--- config.mk ---
export PLATFORM = sky130hd
export DESIGN_NAME = display_scan_ctrl
export DESIGN_NICKNAME = d
export VERILOG_FILES = /design/src/rtl/display_scan_ctrl.sv
export SDC_FILE = /design/constraint.sdc
export NUM_CORES = 1
export LEC_CHECK = 0
export ABC_AREA = 1
export CAP_MARGIN = 0
export CORE_ASPECT_RATIO = 0.75
export CORE_MARGIN = 3
export CORE_UTILIZATION = 48
export DETAILED_ROUTE_END_ITERATION = 8
export PLACE_DENSITY = 0.67
export RECOVER_POWER = 100
export SETUP_SLACK_MARGIN = 0.02
export SLEW_MARGIN = 20
export SYNTH_ARGS = -nofsm -noshare
export SYNTH_HDL_FRONTEND = slang
export SYNTH_SLANG_ARGS = --single-unit
--- constraint.sdc ---
create_clock -name clk -period 2.31 [get_ports clk]
set_input_delay 0.462 -clock clk [delete_from_list [all_inputs] [get_ports clk]]
set_output_delay 0.462 -clock clk [all_outputs]
set_load 0.01 [all_outputs]
--- src/rtl/display_scan_ctrl.sv ---
// display_scan_ctrl: loads a binary value, converts it to BCD with a
// sequential shift-add-3 engine and time-multiplexes the committed digits
// onto one-hot digit enables driven by a refresh divider.
module display_scan_ctrl #(
  parameter int N_DIGITS = 4,
  parameter int IN_WIDTH = 12,
  parameter int TICK_DIV = 50000,
  parameter int BLANK_LZ = 1
) (
  input  logic                                                 clk,
  input  logic                                                 rst,
  input  logic                                                 load,
  input  logic [IN_WIDTH-1:0]                                  value,
  output logic                                                 busy,
  output logic [N_DIGITS-1:0]                                  en,
  output logic [3:0]                                           digit,
  output logic [((N_DIGITS > 1) ? $clog2(N_DIGITS) : 1)-1:0]   slot,
  output logic                                                 overflow
);

  localparam int SLOT_W = (N_DIGITS > 1) ? $clog2(N_DIGITS) : 1;
  localparam int BCD_W  = 4 * N_DIGITS;
  localparam int SR_W   = BCD_W + IN_WIDTH;
  localparam int DIV_W  = $clog2(TICK_DIV);
  localparam int CNT_W  = $clog2(IN_WIDTH + 1);

  // Largest value the digits can show: 10^N_DIGITS - 1.
  function automatic logic [63:0] pow10_m1(input int n);
    logic [63:0] p;
    p = 64'd1;
    for (int i = 0; i < n; i++) p = p * 64'd10;
    return p - 64'd1;
  endfunction

  localparam logic [63:0] MAX_VAL = pow10_m1(N_DIGITS);
  localparam logic [BCD_W-1:0] NINES = {N_DIGITS{4'h9}};

  // Double-dabble correction: every nibble >= 5 gets +3 before the shift.
  function automatic logic [BCD_W-1:0] add3(input logic [BCD_W-1:0] b);
    logic [BCD_W-1:0] r;
    r = b;
    for (int i = 0; i < N_DIGITS; i++)
      if (b[4*i +: 4] >= 4'd5) r[4*i +: 4] = b[4*i +: 4] + 4'd3;
    return r;
  endfunction

  typedef enum logic [1:0] {S_IDLE, S_CONV, S_COMMIT} state_t;

  state_t             state;
  logic [SR_W-1:0]    sr;
  logic [SR_W-1:0]    sr_adj;
  logic [CNT_W-1:0]   step;
  logic               ovf_pend;
  logic [BCD_W-1:0]   disp;
  logic [BCD_W-1:0]   disp_nxt;

  logic [DIV_W-1:0]   div;
  logic [DIV_W-1:0]   div_nxt;
  logic [SLOT_W-1:0]  slot_nxt;
  logic [3:0]         digit_nxt;
  logic [N_DIGITS-1:0] en_nxt;
  logic               nz_above;
  logic               blank;

  // Add-3 correction applied to the BCD field ahead of each shift.
  always_comb begin
    sr_adj = {add3(sr[SR_W-1 -: BCD_W]), sr[IN_WIDTH-1:0]};
  end

  // Display register contents after this edge; COMMIT is the only writer.
  always_comb begin
    disp_nxt = disp;
    if (state == S_COMMIT) disp_nxt = ovf_pend ? NINES : sr[SR_W-1 -: BCD_W];
  end

  // Conversion FSM: capture, IN_WIDTH shift steps, then commit.
  always_ff @(posedge clk) begin
    if (rst) begin
      state    <= S_IDLE;
      sr       <= '0;
      step     <= '0;
      ovf_pend <= 1'b0;
      disp     <= '0;
      busy     <= 1'b0;
      overflow <= 1'b0;
    end else begin
      disp <= disp_nxt;
      case (state)
        S_IDLE: begin
          if (load) begin
            sr       <= {{BCD_W{1'b0}}, value};
            step     <= '0;
            ovf_pend <= (64'(value) > MAX_VAL);
            busy     <= 1'b1;
            state    <= S_CONV;
          end
        end
        S_CONV: begin
          sr   <= {sr_adj[SR_W-2:0], 1'b0};
          step <= step + 1'b1;
          if (step == CNT_W'(IN_WIDTH - 1)) state <= S_COMMIT;
        end
        S_COMMIT: begin
          overflow <= ovf_pend;
          busy     <= 1'b0;
          state    <= S_IDLE;
        end
        default: state <= S_IDLE;
      endcase
    end
  end

  // Next divider / slot position of the refresh scan.
  always_comb begin
    div_nxt  = div + 1'b1;
    slot_nxt = slot;
    if (div == DIV_W'(TICK_DIV - 1)) begin
      div_nxt  = '0;
      slot_nxt = (slot == SLOT_W'(N_DIGITS - 1)) ? '0 : slot + 1'b1;
    end
  end

  // Digit, blanking and one-hot enable for the next slot and display value.
  always_comb begin
    digit_nxt = 4'd0;
    nz_above  = 1'b0;
    en_nxt    = '0;
    for (int i = 0; i < N_DIGITS; i++) begin
      if (SLOT_W'(i) == slot_nxt) digit_nxt = disp_nxt[4*i +: 4];
      if (SLOT_W'(i) >= slot_nxt && disp_nxt[4*i +: 4] != 4'd0) nz_above = 1'b1;
    end
    blank = (BLANK_LZ != 0) && (slot_nxt != '0) && !nz_above;
    for (int i = 0; i < N_DIGITS; i++)
      en_nxt[i] = (SLOT_W'(i) == slot_nxt) && !blank;
  end

  // Scan registers: divider, slot and the registered display outputs.
  always_ff @(posedge clk) begin
    if (rst) begin
      div   <= '0;
      slot  <= '0;
      digit <= 4'd0;
      en    <= N_DIGITS'(1);
    end else begin
      div   <= div_nxt;
      slot  <= slot_nxt;
      digit <= digit_nxt;
      en    <= en_nxt;
    end
  end

endmodule

======== Word-level counts from Yosys, hierarchy flattened ========
Cells that the tools add are included.
word-level totals
  word-level logic and storage cells ...... 82
  output and inout bits ................... 12
  register bits ........................... 77
  input port bits ......................... 15
cells by class
  $lt $le $gt $ge ......................... 8
  add/sub/neg operators ................... 7
  equal/unequal tests ..................... 10
  muxes and demuxes ....................... 24
  reduce and logical (&&, ||, !) cells .... 24
operators by type and width
  cell                                                                    count
  28-bit case mux with 2 select lines                                     1
  4-bit two-way mux                                                       8
  28-bit two-way mux                                                      1
  16-bit by 1-bit adder with 16-bit output (second input constant)        1
  16-bit equality test (second input constant)                            1
  4-bit by 3-bit >= comparator with 1-bit output (second input constant)  4
  16-bit two-way mux                                                      1
  4-bit nonzero test                                                      4
  4-bit by 2-bit adder with 4-bit output (second input constant)          3
  1-bit logical AND                                                       9
  2-bit two-way mux                                                       4
  4-bit case mux with 2 select lines                                      1
  2-bit AND reduction                                                     3
  2-bit nonzero test                                                      3
  1-bit two-way mux                                                       5
  4-bit by 1-bit adder with 4-bit output (second input constant)          1
  2-bit equality test (first input constant)                              2
  2-bit equality test (second input constant)                             2
  4-bit equality test (second input constant)                             1
  1-bit by 2-bit >= comparator with 1-bit output (first input constant)   2
  2-bit >= comparator (first input constant)                              2
  2-bit zero test                                                         2
  2-bit != test (second input constant)                                   2
  2-bit case mux with 2 select lines                                      1
  other kinds (8)                                                         9

======== Depth between registers and ports, before layout ========
Gate-level depths: netlist of the first run.
  depth in word-level cells ............... 13
  mapped depth ............................ 12
  depth with buffers taken out ............ 12

======== Worst setup path after synthesis of the first run ========
Ideal clock, no wire load.
  path kind ............................... register to register
  start point ............................. reg div[0]
  end point ............................... reg digit[2]
  path slack .............................. 0.838 ns
  data required time ...................... 2.201 ns
  stages on the path, launching flop included .. 11
  library setup time ...................... 0.109 ns
  buffers on the path ..................... 0
  arrival ................................. 1.363 ns
  period minus slack after synthesis ...... 1.472 ns
  cells stage by stage .................... dfxtp_1 -> ha_1 -> nand3_1 -> nor2_2 -> nand2_1 -> nand2_1 -> nand2_4 -> o21ai_0 -> nand3_1 -> nand2_1 -> inv_1
on the way
  cells in the longest elaborated chain, start to end .. 7
  elaborated cells between the ends (all ways) .. 10
  those cells by class .................... 4 x eq/ne; 5 x mux; 1 x reduce/logical
RTL lines
  item                            RTL line  source
  from (decl)                     57        logic [DIV_W-1:0] div;
  from (signal assigned)          145       div <= div_nxt;
  16-bit equality test *          117       if (div == DIV_W'(TICK_DIV - 1)) begin
  2-bit two-way mux *             117
  2-bit zero test                 129       if (SLOT_W'(i) == slot_nxt) digit_nxt = disp_nxt[4*i +: 4];
  4-bit two-way mux (3 in a row)  129
  4-bit two-way mux *             129
  to (signal assigned)            147       digit <= digit_nxt;
  to (decl)                       16        output logic [3:0] digit,
Every way passes the cells marked *; elsewhere a longest branch is shown, timed or not.
A chain may end at the register's enable or synchronous reset.

======== Final worst setup path of the first run ========
  start point ............................. reg state[1]
  end point ............................... reg sr[3]
on the way
  cells in the longest elaborated chain, start to end .. 3
  elaborated cells between the ends (all ways) .. 6
  those cells by class .................... 2 x eq/ne; 1 x mux; 3 x reduce/logical
RTL lines
  item                                                                               RTL line  source
  from (decl)                                                                        49        state_t state;
  from (signal assigned)                                                             79        state <= S_IDLE;
  from (signal assigned)                                                             95        state <= S_CONV;
  from (signal assigned)                                                             101       if (step == CNT_W'(IN_WIDTH - 1)) state <= S_COMMIT;
  2-bit by 1-bit equality test with 1-bit output or 2-bit zero test (tied branches)  88        case (state)
  2-bit nonzero test (no source line) or 2-bit != test (tied branches)               n/a
  2-bit AND reduction (no source line)                                               n/a
  to (signal assigned)                                                               91        sr <= {{BCD_W{1'b0}}, value};
  to (signal assigned)                                                               99        sr <= {sr_adj[SR_W-2:0], 1'b0};
  to (decl)                                                                          50        logic [SR_W-1:0] sr;
Parallel ways exist; a longest one is shown, timed or not.

==> impl_metrics.csv, run 1 <==
group,metric,value,unit
cts,post_cts_buffers,0,
place,dp_hpwl,5587,µm
global_route,grt_usage,18.88,%
flow_run,max_cap_violations,0,
place,place_ws,0.3816,ns
critical_path,end_kind,"flop",
synthesis,yosysTopAreaCell,"dfxtp_1",
floorplan,rows,26,
detailed_routing,wl_per_cell,12.19,µm
floorplan,die_height,81.53,µm
power_and_ir_drop,p_leak,1.708,nW
critical_path,r2r_start,"state[1]$_SDFFE_PP0P_",
critical_path,crit_cells,7,
global_route,grt_max_degree,47,
sta,tightest_slew,0.9642,ns
synthesis,syn_area,0.003651,mm²
floorplan,start_util,51.48,%
critical_path,crit_start,"state[1]$_SDFFE_PP0P_",
cells_and_area,fin_nets,557,
sta,fmax,0.5353,GHz
sta,hold_viol,0,
global_route,grt_pass1_vias,2857,
synthesis,yosysWarningCount,0,
critical_path,cp_max_fo,23,
floorplan,ios,27,
power_and_ir_drop,peakVddDrop,340.7,µV
critical_path,rrSetupSlack,0.44,ns
power_and_ir_drop,fin_total_pwr,2.555,mW
cts,cts-root-buf,"clkbuf_8",
cts,cts_max_path_buffers,2,
global_route,overflow,0,
cells_and_area,synthToLayoutAreaGrowth,14.32,%
critical_path,cp.arrival,2.07,ns
detailed_routing,via_count,3176,
detailed_routing,vias_per_cell,5.009,
sta,totalNegativeSetupSlack,0,ns
critical_path,cp.required,2.51,ns
cts,htree_levels,3,
sta,slew_headroom,35.72,%
critical_path,max_stage_delay,0.34,ns
synthesis,ys_seq_area_share,42.22,%
sta,setup_ws,0.4418,ns
cts,ctsResizeCount,0,
floorplan,fp.dieW,106.7,µm
floorplan,die_area,0.008700,mm²
critical_path,reg2reg_to,"sr[3]$_SDFFE_PP0P_",
critical_path,critPathLaunchType,"flop",
synthesis,synth_area_leaders,"dfxtp_1 (42%), nand2_1 (11%), nor2_1 (7.2%)",
sta,min_period,1.868,ns
cts,postCtsHoldBufs,0,
synthesis,synth_nets,531,
cts,clk_latency,0.35,ns
global_route,grt_antenna_before_repair,0,
sta,report.final.setup_viol,0,
cts,path_clk_slew,0.08,ns
detailed_routing,drt_first_iter_violations,202,
detailed_routing,drc_errors,0,
cts,cts_tree,"built",
cts,numCtsBuffers,9,
critical_path,worst-setup-path-type,"flop to flop",
sta,finalCritPeriodShare,80.88,%
critical_path,rr_worst_depth,7,
cells_and_area,fin_util,58.86,%
critical_path,crit_path_end,"sr[3]$_SDFFE_PP0P_",
cells_and_area,drive_gt1_share,8.582,%
detailed_routing,dr.pass1.iters,4,
cells_and_area,insertedDiodeCount,0,
critical_path,cp_cell_sequence,"inv_1, nand2_1, nand2_1, inv_1, clkbuf_2, a22oi_1, a21oi_1",
critical_path,cp.buffers_inverters,3,
hold_path,worstHoldPathType,"flop to flop",
synthesis,yosysTopAreaCellShare,42.22,%
detailed_routing,wirelength,7730,µm
synthesis,postSynthCellCount,505,
outcome,outcome,"finished clean",
synthesis,ys_types,39,
global_route,grt_pass1_wl,13120,µm
critical_path,critical_path.top_delay_family,"buffers and inverters",
place,gp_congestion,0.8398,
critical_path,cpMaxStageDelayCell,"clkbuf_2",
synthesis,ys_ff_latch,77,
cells_and_area,num-fill-cells,693,
floorplan,core-area,0.007092,mm²
detailed_routing,postRouteAntennaNets,0,
sta,rsz0062_at_grt,"false",
place,io_buffer_count,25,
power_and_ir_drop,power.density,612.1,mW/mm²
sta,maxSlewViolCount,0,
synthesis,syn_avg_cell_area,7.230,µm²
sta,finClkSkew,0.01078,ns
cts,clock_sink_count,77,
-- kinds of logic (layout without fill, tap and decap cells) --
family                     Yosys count  after routing  synth area share, %
and+or+nand+nor                    243            243                29.71
AOI/OAI and AO/OA                   84             84                13.26
DFF                                 77             77                42.22
adders and majority gates           11             11                3.770
buffers and inverters               82            113                9.253
other                                1              1               0.1027
xor gates and xnor gates             7              7                1.679
-- worst min path at each step --
stage | startpoint | to | slack, ns | cells past startpoint
after floorplan | div[0]$_SDFF_PP0_ | div[0]$_SDFF_PP0_ | 0.42 | 1
after global placement | div[0]$_SDFF_PP0_ | div[0]$_SDFF_PP0_ | 0.43 | 1
after detailed placement | div[0]$_SDFF_PP0_ | div[0]$_SDFF_PP0_ | 0.44 | 1
after CTS | div[0]$_SDFF_PP0_ | div[0]$_SDFF_PP0_ | 0.45 | 1
after global routing | div[0]$_SDFF_PP0_ | div[0]$_SDFF_PP0_ | 0.48 | 1
final | div[0]$_SDFF_PP0_ | div[0]$_SDFF_PP0_ | 0.45 | 1
-- metrics by stage --
stage,hold slack (ns),cells,cell area [µm²]
after floorplan,0.4179,505,3651
after detailed placement,0.4406,618,3984
after CTS,0.4525,634,4184
after global routing,0.4837,634,4174
after global placement,0.4338,618,3984
final,0.4461,634,4174
-- worst register-to-register path, cell delays in order, from the launching register on --
cell and delay [ns]:
dfxtp_1 0.33, inv_1 0.13, nand2_1 0.22, nand2_1 0.30, inv_1 0.07, clkbuf_2 0.34, a22oi_1 0.26, a21oi_1 0.08
-- layout by cell type, fill, tap and decap left out, types with 6 or more instances in the layout --
cell,n
ha_1,11
a21oi_1,31
nand2_1,106
dlygate4sd3_1,12
clkdlybuf4s50_1,13
inv_1,63
nand3_1,29
xor2_1,6
dfxtp_1,77
clkbuf_8,10
o21ai_0,27
nor2_1,71
nor2_2,6
o221ai_1,6
-- layer usage --
| layer | GRT usage, % | share of wire [%] |
|---|---|---|
| met5 | 0 | 0 |
| met4 | 4.981 | 0.78 |
| met3 | 5.263 | 4.1 |
| met2 | 28.77 | 42 |
| met1 | 26.46 | 53 |
-- registers in the layout, indices dropped and copies added, names as in the netlist --
name   flops
busy       1
digit      4
disp      16
div       16
en         4
slot       2
sr        28
state      2
step       4
-- synthesized netlist by cell type (all sizes together) --
library cell	count
a21oi	32
a22oi	4
a311oi	1
a31oi	5
buf	11
clkbuf	6
clkinv	1
conb	1
dfxtp	77
ha	11
inv	64
nand2	112
nand3	29
nand3b	4
nand4	4
nor2	78
nor3	7
nor3b	3
o211ai	1
o21a	5
o21ai	29
o221ai	6
o31ai	1
or2	6
xnor2	1
xor2	6
-- cell type report --
type / count / area, µm² / area share (%)
multi-input combinational: 346 / 1767 / 42.33
sequential: 77 / 1541 / 36.93
timing repair buffer: 32 / 297.8 / 7.134
inverter: 65 / 245.2 / 5.875
clock buffer: 10 / 137.6 / 3.297
tap: 98 / 122.6 / 2.938
clock inverter: 6 / 62.56 / 1.499
-- report_power, final --
| part | leakage [nW] | switching (mW) | internal (mW) |
|---|---|---|---|
| Combinational | 0.990 | 0.0944 | 0.0602 |
| Clock | 0.0943 | 0.502 | 0.524 |
| Sequential | 0.624 | 0.0195 | 1.35 |
No activity file was read; power rests on OpenSTA's default activity.
==> run 2, diff against run 1 <==
clock period = 1.8 ns   (was 2.31 ns; I/O delays follow)
==> run 2 against run 1 <==
Effect of this change: sequential cell count stayed put; non-clock buffer count up 5; hold slack better by 0.017 ns; critical path depth fell by 6; die area unchanged; critical endpoint is now slot[0]; largest power group unchanged; global-route usage increased by 0.76 points; cell count is 0.47% higher; power is 38% higher.
==> impl_metrics.csv, run 2 (synthesized netlist as in run 1, its figures left out) <==
group,metric,value,unit
outcome,outcome,"finished clean",
global_route,met3_usage,5.970,%
cts,cts-root-buf,"clkbuf_8",
place,dp_hpwl,5542,µm
critical_path,end_kind,"output pin",
critical_path,cp.arrival,1.34,ns
global_route,grt_antenna_before_repair,0,
sta,report.final.setup_viol,0,
critical_path,critical_path.top_delay_family,"buffers and inverters",
global_route,grt_max_degree,47,
sta,finalCritPeriodShare,94.48,%
cts,post_cts_buffers,0,
sta,rsz0062_at_grt,"true",
sta,totalNegativeSetupSlack,0,ns
flow_run,max_cap_violations,0,
cts,numCtsBuffers,9,
hold_path,hold-path-cell-count,1,
place,place_area,0.004046,mm²
sta,min_period,1.701,ns
global_route,grt_usage,19.65,%
global_route,grt-busiest-layer,"met2",
cts,clock_sink_count,77,
cells_and_area,final_common_cell,"nand2_1",
cells_and_area,layout_common_cells,"nand2_1 (104), dfxtp_1 (77), nor2_1 (70)",
power_and_ir_drop,peakVddDrop,594.1,µV
cells_and_area,instances_no_fill,637,
cts,htree_levels,3,
global_route,grt.met1_usage,27.10,%
cts,ctsResizeCount,0,
floorplan,core-area,0.007092,mm²
place,gp_congestion,0.8576,
power_and_ir_drop,p_leak,1.734,nW
critical_path,rrSetupSlack,0.16,ns
critical_path,worst-setup-path-type,"flop to output pin",
cells_and_area,synthToLayoutAreaGrowth,16.66,%
critical_path,max_stage_delay,0.58,ns
place,io_buffer_count,25,
sta,finClkSkew,0.007643,ns
place,place_inst,623,
critical_path,cp.required,1.44,ns
critical_path,r2r_start,"div[0]$_SDFF_PP0_",
global_route,overflow,0,
sta,hold_viol,0,
detailed_routing,drc_errors,0,
global_route,grt_pass1_wl,13660,µm
sta,fmax,0.5880,GHz
hold_path,worstHoldPathType,"flop to flop",
cells_and_area,drive_gt1_share,9.462,%
floorplan,rows,26,
cells_and_area,fin_area,0.004259,mm²
hold_path,hp-start,"div[0]$_SDFF_PP0_",
detailed_routing,wirelength,7667,µm
cells_and_area,num-fill-cells,681,
cts,cts_tree,"built",
cells_and_area,largestRegisters,"sr: 28 flops, disp: 16 flops, div: 16 flops",
power_and_ir_drop,power.density,827.9,mW/mm²
cells_and_area,regMostFlops,"sr",
hold_path,holdPathEnd,"div[0]$_SDFF_PP0_",
detailed_routing,via_count,3152,
critical_path,reg2reg_to,"digit[0]$_SDFF_PP0_",
critical_path,cp.buffers_inverters,1,
critical_path,cp_max_fo,5,
power_and_ir_drop,fin_total_pwr,3.526,mW
cts,postCtsHoldBufs,0,
detailed_routing,vias_per_cell,4.948,
critical_path,cpMaxStageDelayCell,"clkdlybuf4s50_1",
detailed_routing,postRouteAntennaNets,0,
detailed_routing,wl_per_cell,12.04,µm
critical_path,rr_worst_depth,10,
floorplan,die_height,81.53,µm
cts,cts_max_path_buffers,2,
floorplan,die_area,0.008700,mm²
floorplan,start_util,51.48,%
floorplan,fp.dieW,106.7,µm
critical_path,cp_cell_sequence,"clkdlybuf4s50_1",
critical_path,critPathLaunchType,"flop",
sta,maxSlewViolCount,0,
cts,path_clk_slew,0.07,ns
cells_and_area,fin_nets,562,
detailed_routing,drt_first_iter_violations,189,
detailed_routing,dr.pass1.iters,4,
cts,clk_latency,0.35,ns
cells_and_area,largest_register_ffs,28,
global_route,grt_pass1_vias,2956,
floorplan,ios,27,
cells_and_area,insertedDiodeCount,0,
critical_path,crit_cells,1,
global_route,met2_usage,29.84,%
[run 2: cell count changes in the layout (fill, tap and decap cells not counted), sizes merged]
cell / change
clkbuf: +4
buf: +1
clkinvlp: -2
dlygate4sd3: -3
bufinv: +2
clkinv: -2
clkdlybuf4s50: +3
[run 2: worst max path at each step]
stage                  startpoint             endpoint  slack, ns
3_5_place_dp    div[0]$_SDFF_PP0_  digit[1]$_SDFF_PP0_       0.12
5_1_grt         div[0]$_SDFF_PP0_  digit[3]$_SDFF_PP0_     0.0005
6_report       slot[0]$_SDFF_PP0_              slot[0]        0.1
2_1_floorplan   div[0]$_SDFF_PP0_  digit[2]$_SDFF_PP0_       0.33
4_1_cts        slot[0]$_SDFF_PP0_              slot[0]       0.09
3_3_place_gp                 load   sr[3]$_SDFFE_PP0P_       0.17
[run 2: where the power goes]
group	total (mW)	internal, mW	switching (mW)
clock network	1.56	0.944	0.612
registers	1.76	1.74	0.0231
logic	0.208	0.0852	0.123
[run 2: area by class of cell]
type | instances | area, µm² | share of cell area (%)
timing repair buffer | 37 | 332.8 | 7.814
multi-input combinational | 346 | 1782 | 41.83
sequential | 77 | 1541 | 36.19
tap | 98 | 122.6 | 2.879
clock buffer | 10 | 137.6 | 3.231
inverter | 65 | 245.2 | 5.758
clock inverter | 4 | 97.59 | 2.291
[run 2: stage by stage]
step	setup WS [ns]	util, %	hold WS, ns
2_1_floorplan	0.3279	-	0.4179
3_3_place_gp	0.1668	57.06	0.4267
3_5_place_dp	0.1235	57.06	0.4489
4_1_cts	0.08798	60.37	0.4606
5_1_grt	0.0005251	60.06	0.4838
6_report	0.09935	60.06	0.4629
[run 2: metal layers]
layer  routed length [µm]  up-vias
li1                     -     1679
met1                 4090     1409
met2                 3144       57
met3                  336        7
met4                   95        0
met5                    0        -
==> run 3, diff against run 2 <==
CORE_UTILIZATION = 58   (was 48)
PLACE_DENSITY = 0.79   (was 0.67)
==> run 3 against run 2 <==
Effect of this change: die area fell by 16%; combinational power barely moved; highest routed layer unchanged; worst setup slack got worse by 0.014 ns; register-to-register slack got worse by 0.03 ns; hold slack got worse by 0.0058 ns; core utilization rose by 11 points; global-route usage rose by 2.3 points; count of clock-buffer cells in the layout fell by 1; non-clock buffer count rose by 1; routed wire length fell by 1.2%; first-iteration DRC count rose by 0.53%; critical endpoint unchanged; critical path type unchanged.
==> impl_metrics.csv, run 3 (synthesized netlist as in run 1, its figures left out) <==
group,metric,value,unit
global_route,grt_pass1_vias,2895,
global_route,overflow,0,
critical_path,cp.buffers_inverters,1,
cts,ctsResizeCount,0,
power_and_ir_drop,power.density,793.8,mW/mm²
power_and_ir_drop,peakVddDrop,576.8,µV
detailed_routing,wl_per_cell,12.26,µm
place,place_area,0.004016,mm²
global_route,grt_max_degree,47,
cells_and_area,layout_common_cells,"nand2_1 (103), dfxtp_1 (77), nor2_1 (71)",
critical_path,worst-setup-path-type,"flop to output pin",
detailed_routing,vias_per_cell,5.193,
cells_and_area,insertedDiodeCount,0,
critical_path,cp_max_fo,5,
cts,clk_latency,0.35,ns
sta,totalNegativeSetupSlack,0,ns
critical_path,critPathLaunchType,"flop",
floorplan,die_area,0.007293,mm²
outcome,outcome,"finished clean",
sta,rsz0062_at_grt,"true",
cells_and_area,num-fill-cells,494,
detailed_routing,drt_first_iter_violations,190,
floorplan,start_util,61.41,%
floorplan,die_height,74.71,µm
critical_path,cp_cell_sequence,"clkdlybuf4s50_1",
critical_path,max_stage_delay,0.58,ns
global_route,grt_pass1_wl,12930,µm
detailed_routing,drc_errors,0,
cts,postCtsHoldBufs,0,
hold_path,worstHoldPathType,"flop to flop",
global_route,grt_antenna_before_repair,0,
critical_path,cp.arrival,1.35,ns
flow_run,max_cap_violations,0,
cells_and_area,drive_gt1_share,9.630,%
global_route,grt_usage,21.98,%
cells_and_area,fin_area,0.004210,mm²
critical_path,cp.required,1.44,ns
cells_and_area,final_common_cell,"nand2_1",
floorplan,ios,27,
cts,numCtsBuffers,9,
sta,hold_viol,0,
place,dp_hpwl,5508,µm
cts,cts_max_path_buffers,2,
detailed_routing,wirelength,7576,µm
detailed_routing,dr.pass1.iters,5,
cts,htree_levels,3,
critical_path,end_kind,"output pin",
detailed_routing,postRouteAntennaNets,0,
cells_and_area,fin_nets,563,
cts,path_clk_slew,0.08,ns
cts,cts_tree,"built",
floorplan,core-area,0.005946,mm²
critical_path,cpMaxStageDelayCell,"clkdlybuf4s50_1",
sta,holdWs,0.4571,ns
sta,maxSlewViolCount,0,
sta,fmax,0.5832,GHz
cells_and_area,largestRegisters,"sr: 28 flops, disp: 16 flops, div: 16 flops",
sta,min_period,1.715,ns
critical_path,rrSetupSlack,0.13,ns
sta,finClkSkew,0.005928,ns
floorplan,fp.dieW,97.62,µm
cells_and_area,synthToLayoutAreaGrowth,15.32,%
cts,cts-root-buf,"clkbuf_8",
cts,post_cts_buffers,0,
cts,clock_sink_count,77,
floorplan,rows,24,
detailed_routing,via_count,3209,
cells_and_area,largest_register_ffs,28,
place,io_buffer_count,25,
sta,finalCritPeriodShare,95.25,%
power_and_ir_drop,p_leak,1.730,nW
critical_path,critical_path.top_delay_family,"buffers and inverters",
cells_and_area,regMostFlops,"sr",
place,gp_congestion,0.8415,
sta,report.final.setup_viol,0,
-- run 3: cell count changes in the layout (fill, tap and decap cells not counted), sizes merged --
cell    previous run  this run
clkbuf            16        12
clkinv             1         3
buf                6        10
bufinv             3         2
-- run 3: stage by stage --
stage | setup WS [ns] | utilization (%) | std cells | total power, mW
floorplan | 0.3279 | - | 505 | 1.925
global placement | 0.1858 | 67.55 | 604 | 2.011
detailed placement | 0.07810 | 67.55 | 604 | 2.015
CTS | 0.06558 | 70.94 | 618 | 3.374
global route | 0.01134 | 70.81 | 618 | 3.454
finish | 0.08546 | 70.81 | 618 | 3.342
-- run 3: cell type report --
cell class	count	area [µm²]	share of cell area, %
timing repair buffer	38	351.6	8.351
clock inverter	5	77.57	1.842
clock buffer	9	123.9	2.942
inverter	65	245.2	5.825
tap	78	97.59	2.318
multi-input combinational	346	1773	42.11
sequential	77	1541	36.61
-- run 3: power by group --
| group | leakage, nW | total, mW | switching, mW | internal [mW] |
|---|---|---|---|---|
| Clock | 0.101 | 1.37 | 0.608 | 0.760 |
| Sequential | 0.624 | 1.76 | 0.0247 | 1.74 |
| Combinational | 1.01 | 0.210 | 0.122 | 0.0886 |
-- run 3: worst paths after layout --
check                                        start                   to  depth (start not counted)
worst max-delay path            slot[0]$_SDFF_PP0_              slot[0]                          1
worst min-delay path             div[0]$_SDFF_PP0_    div[0]$_SDFF_PP0_                          1
worst max register to register   div[0]$_SDFF_PP0_  digit[0]$_SDFF_PP0_                         10
worst min register to register   div[0]$_SDFF_PP0_    div[0]$_SDFF_PP0_                          1
-- run 3: metal layers --
metal  share of wire [%]  GRT usage, %  routed length (µm)
met5                   0             0                   0
met4                 1.1         6.144                  80
met3                 5.8         6.574                 441
met2                  43         35.00                3265
met1                  50         29.60                3789
